<file path="config.mk">
export PLATFORM = sky130hd
export DESIGN_NAME = dac_wave_gen
export DESIGN_NICKNAME = d
export VERILOG_FILES = /design/src/rtl/dac_wave_gen.sv
export SDC_FILE = /design/constraint.sdc
export NUM_CORES = 1
export LEC_CHECK = 0
export ABC_AREA = 1
export CORE_MARGIN = 3
export CORE_UTILIZATION = 30
export DETAILED_ROUTE_END_ITERATION = 12
export GPL_ROUTABILITY_DRIVEN = 0
export SYNTH_ARGS = -nofsm -noshare
export SYNTH_HDL_FRONTEND = slang
export SYNTH_SLANG_ARGS = --single-unit
</file>
<file path="constraint.sdc">
create_clock -name clk -period 3.9 [get_ports clk]
set_input_delay 0.39 -clock clk [delete_from_list [all_inputs] [get_ports clk]]
set_output_delay 0.39 -clock clk [all_outputs]
set_load 0.05 [all_outputs]
</file>
<file path="src/rtl/dac_wave_gen.sv">
// dac_wave_gen: phase-accumulator waveform source for a 5-bit ladder DAC with wrap-aligned reconfiguration
module dac_wave_gen #(
    parameter int ACC_W = 16
) (
    input  logic             clk,
    input  logic             rst,
    input  logic             en,
    input  logic             cfg_valid,
    output logic             cfg_ready,
    input  logic [1:0]       cfg_mode,
    input  logic [ACC_W-1:0] cfg_ftw,
    output logic [4:0]       dac_code,
    output logic             wrap
);
    typedef enum logic [1:0] {IDLE, RUN, PEND} state_t;

    localparam logic [4:0] SINE [32] = '{
        5'd16, 5'd19, 5'd21, 5'd24, 5'd26, 5'd28, 5'd30, 5'd31,
        5'd31, 5'd31, 5'd30, 5'd28, 5'd26, 5'd24, 5'd21, 5'd19,
        5'd16, 5'd12, 5'd10, 5'd7,  5'd5,  5'd3,  5'd1,  5'd0,
        5'd0,  5'd0,  5'd1,  5'd3,  5'd5,  5'd7,  5'd10, 5'd12
    };

    state_t           state, state_nx;
    logic [ACC_W-1:0] acc, ftw, sh_ftw;
    logic [1:0]       mode, sh_mode;
    logic [ACC_W:0]   sum;
    logic             hs, carry;
    logic [4:0]       p, shape;
    logic [5:0]       t;

    // Reset holds the port closed; otherwise only a pending shadow blocks new offers.
    assign cfg_ready = !rst && state != PEND;

    // Next phase, shape lookup of the current phase, and state transitions.
    always_comb begin
        sum      = {1'b0, acc} + {1'b0, ftw};
        carry    = sum[ACC_W];
        hs       = cfg_valid && cfg_ready;
        p        = acc[ACC_W-1 -: 5];
        t        = acc[ACC_W-1 -: 6];
        shape    = mode == 2'd0 ? p :
                   mode == 2'd1 ? (t[5] ? ~t[4:0] : t[4:0]) :
                   mode == 2'd2 ? {5{acc[ACC_W-1]}} : SINE[p];
        state_nx = state == IDLE ? (en ? RUN : IDLE) :
                   !en           ? IDLE :
                   state == RUN  ? (hs ? PEND : RUN) :
                   carry         ? RUN : PEND;
    end

    // Accumulator, active/shadow config and registered outputs.
    always_ff @(posedge clk) begin
        if (rst) begin
            state    <= IDLE;
            acc      <= '0;
            ftw      <= '0;
            mode     <= '0;
            sh_ftw   <= '0;
            sh_mode  <= '0;
            dac_code <= '0;
            wrap     <= 1'b0;
        end else begin
            state <= state_nx;
            if (state == IDLE || !en) begin
                acc      <= '0;
                dac_code <= '0;
                wrap     <= 1'b0;
                if (state == PEND) begin
                    mode <= sh_mode;
                    ftw  <= sh_ftw;
                end else if (hs) begin
                    mode <= cfg_mode;
                    ftw  <= cfg_ftw;
                end
            end else begin
                acc      <= sum[ACC_W-1:0];
                wrap     <= carry;
                dac_code <= shape;
                if (state == PEND && carry) begin
                    mode <= sh_mode;
                    ftw  <= sh_ftw;
                end
                if (state == RUN && hs) begin
                    sh_mode <= cfg_mode;
                    sh_ftw  <= cfg_ftw;
                end
            end
        end
    end
endmodule

</file>
==> flow_metrics.tcl <==
set metrics [dict create \
    status "completed" \
    clock-sinks 60 \
    cp.arrival_ns 2.65 \
    worstSetupEndpoint "sh_ftw[5]" \
    max_slew_margin 0.239 \
    rr_worst_depth 9 \
    seq_area_frac_synth 0.326 \
    ant_nets 0 \
    combPwrFrac 0.110 \
    clock_latency_ns 0.33 \
    synthesis.nets 571 \
    grt_pass1_wl_um 14200 \
    tns_ns 0 \
    postCtsSetupRepairBufs 0 \
    worstPathRequired_ns 4.16 \
    fmax_ghz 0.419 \
    synth_seq_cells 60 \
    placeableCoreArea_um2 11700 \
    path_class "in -> reg" \
    wl_per_cell_um 12.2 \
    tightest_slew_ns 1.14 \
    endpoint_kind "register" \
    rows 39 \
    cts_buffers 9 \
    hold_buffers 0 \
    synth_top_cell_by_area "dfxtp_1" \
    crit_start "rst" \
    start_util 0.314 \
    cts_buffer_depth 2 \
    ctsResizeCount 0 \
    io_pins 29 \
    htree_num_levels 3 \
    rrSetupSlack_ns 1.53 \
    hpwl_um 6020 \
    cell_internal_pwr_w 0.00122 \
    grt_max_degree 39 \
    routed_wl_um 8460 \
    switching_power_w 0.000425 \
    cap_violations 0 \
    finalMaxSlewViolations 0 \
    fin_crit_sh 0.612 \
    swShare 0.258 \
    layout.nets 592 \
    crit_path_start_kind "primary input" \
    fin_ws_ns 1.51 \
    synth_area_per_cell_um2 7.02 \
    drtIter0Drc 146 \
    powerDensity_nw_per_um2 381 \
    p_leak_nw 1.99 \
    grt_pass1_vias 3179 \
    grt_setup_unrepaired "no" \
    fp.dieW_um 117 \
    layout-drive-gt1-share 0.100 \
    place_area_um2 4020 \
    power.share.sequential 0.395 \
    diodes 0 \
    synth.area.top_cells "dfxtp_1 (33%), a21oi_1 (11%), ha_1 (8.2%)" \
    synth_cell_type_count 38 \
    grt-ovfl-total 0 \
    setup_violations 0 \
    r2r-start "acc[14]" \
    dr_total_vias 3388 \
    firstDrtPassIters 4 \
    worstReg2RegEnd "ftw[3]" \
    layout_min_cycle_time_ns 2.39 \
    design_area_um2 4330 \
    dieArea_um2 13600 \
    hold_viol_final 0 \
    yosysWarnings 0 \
    fin_skew_ns 0.00781 \
    area_growth_pct 17.7 \
    cts_tree "done" \
    viasPerCell 4.89 \
    critPathMaxFanout 38 \
    ir_drop_mv 0.189 \
    hold_class "reg -> reg" \
    remaining_drc_errors 0 \
    syn_inst 524 \
    power_w 0.00165 \
    synth_top_area_share 0.326 \
    antenna_found_initial 0 \
    syn_area_um2 3680 \
    path_clk_slew_ns 0.06 \
    clockPowerShare 0.495 \
    root_buffer "clkbuf_16" \
    pre_cts_ws_ns 1.16 \
    fin_util 0.370 \
    die_y_um 117 \
    io_buffers 28 \
    grtUsageTotal 0.129 \
]
## worst max-delay path, cell delays in order
cell and delay [ns]:
clkdlybuf4s50_1 0.44, inv_1 0.07, buf_4 0.31, nand4_1 0.18, nor2_2 0.88, o21ai_0 0.19
a21oi_1 0.16
## through the flow
stage	cells	hold slack [ns]
after floorplan	524	0.456
after global placement	677	0.472
after detailed placement	677	0.486
after CTS	693	0.500
after global routing	693	0.533
final	693	0.499
## kinds of logic after synthesis
group,share of synthesized area
AOI/OAI and AO/OA,0.223
adders and majority gates,0.0870
buffers and inverters,0.0962
DFF,0.326
and+or+nand+nor,0.267
## flip-flops by register name, summed over array words and instances (netlist names)
signal    cells
dac_code      5
ftw          16
mode          2
sh_ftw       16
acc          16
state         2
sh_mode       2
wrap          1
## how the worst min path moves through the flow
stage          slack [ns]  endpoint     from  cells past startpoint
6_report             0.50    ftw[5]   ftw[5]                      2
3_5_place_dp         0.49    ftw[5]   ftw[5]                      2
5_1_grt              0.53    ftw[8]   ftw[8]                      2
2_1_floorplan        0.46   ftw[10]  ftw[10]                      2
3_3_place_gp         0.47    ftw[3]   ftw[3]                      2
4_1_cts              0.50    ftw[6]   ftw[6]                      2
## metal layers
metal	routed length [um]	up-vias	global-route usage
met5	0	-	0
met4	240	0	0.0512
met3	401	23	0.0368
met2	3730	77	0.201
met1	4090	1507	0.169
li1	-	1781	-
## power groups by stage
stage	Clock (W)	Combinational (W)	Sequential (W)
after floorplan	0	0.000139	0.000658
after CTS	0.000837	0.000182	0.000650
after global routing	0.000856	0.000208	0.000653
after detailed placement	0	0.000181	0.000664
final	0.000816	0.000182	0.000651
after global placement	0	0.000178	0.000663
## cell type report
class,instances,area [um^2]
multi-input combinational,385,2120
inverter,59,221
clock buffer,10,239
fill,1259,7380
clock inverter,6,70.1
tap,143,179
timing repair buffer,30,295
sequential,60,1200
## cells in the mapped netlist
cell type and n:
a21o_1 3, a21oi_1 83, a21oi_2 8, a21oi_4 1, a22o_1 1, and2_1 1
buf_12 1, buf_2 6, buf_4 4, buf_6 1, buf_8 1, clkbuf_1 7
dfxtp_1 60, fa_1 1, ha_1 24, inv_1 57, inv_2 2, nand2_1 78
nand2_2 6, nand2_4 2, nand3_1 25, nand3_2 13, nand3_4 1, nand4_1 2
nor2_1 75, nor2_2 1, nor3_1 3, nor3_4 1, nor3b_1 1, o211ai_1 2
o21a_1 1, o21ai_0 44, o21ai_2 1, o21bai_1 3, o22ai_1 1, o31ai_1 1
or2_1 1, or2_2 1
## placed cells by master (no fill, tap or decap), types with 2 or more instances in the layout
master | Yosys | routed
nand3_2 | 13 | 13
nor3_1 | 3 | 3
o211ai_1 | 2 | 2
inv_6 | 0 | 3
inv_1 | 57 | 57
buf_4 | 4 | 2
o21ai_0 | 44 | 44
nand2_1 | 78 | 78
a21o_1 | 3 | 3
a21oi_1 | 83 | 83
nand3_1 | 25 | 25
inv_2 | 2 | 2
clkdlybuf4s50_1 | 0 | 28
clkbuf_16 | 0 | 9
ha_1 | 24 | 24
nand4_1 | 2 | 2
dfxtp_1 | 60 | 60
nor2_1 | 75 | 75
nand2_4 | 2 | 2
nand2_2 | 6 | 6
o21bai_1 | 3 | 3
a21oi_2 | 8 | 8
Power figures use the tool's default switching activity.
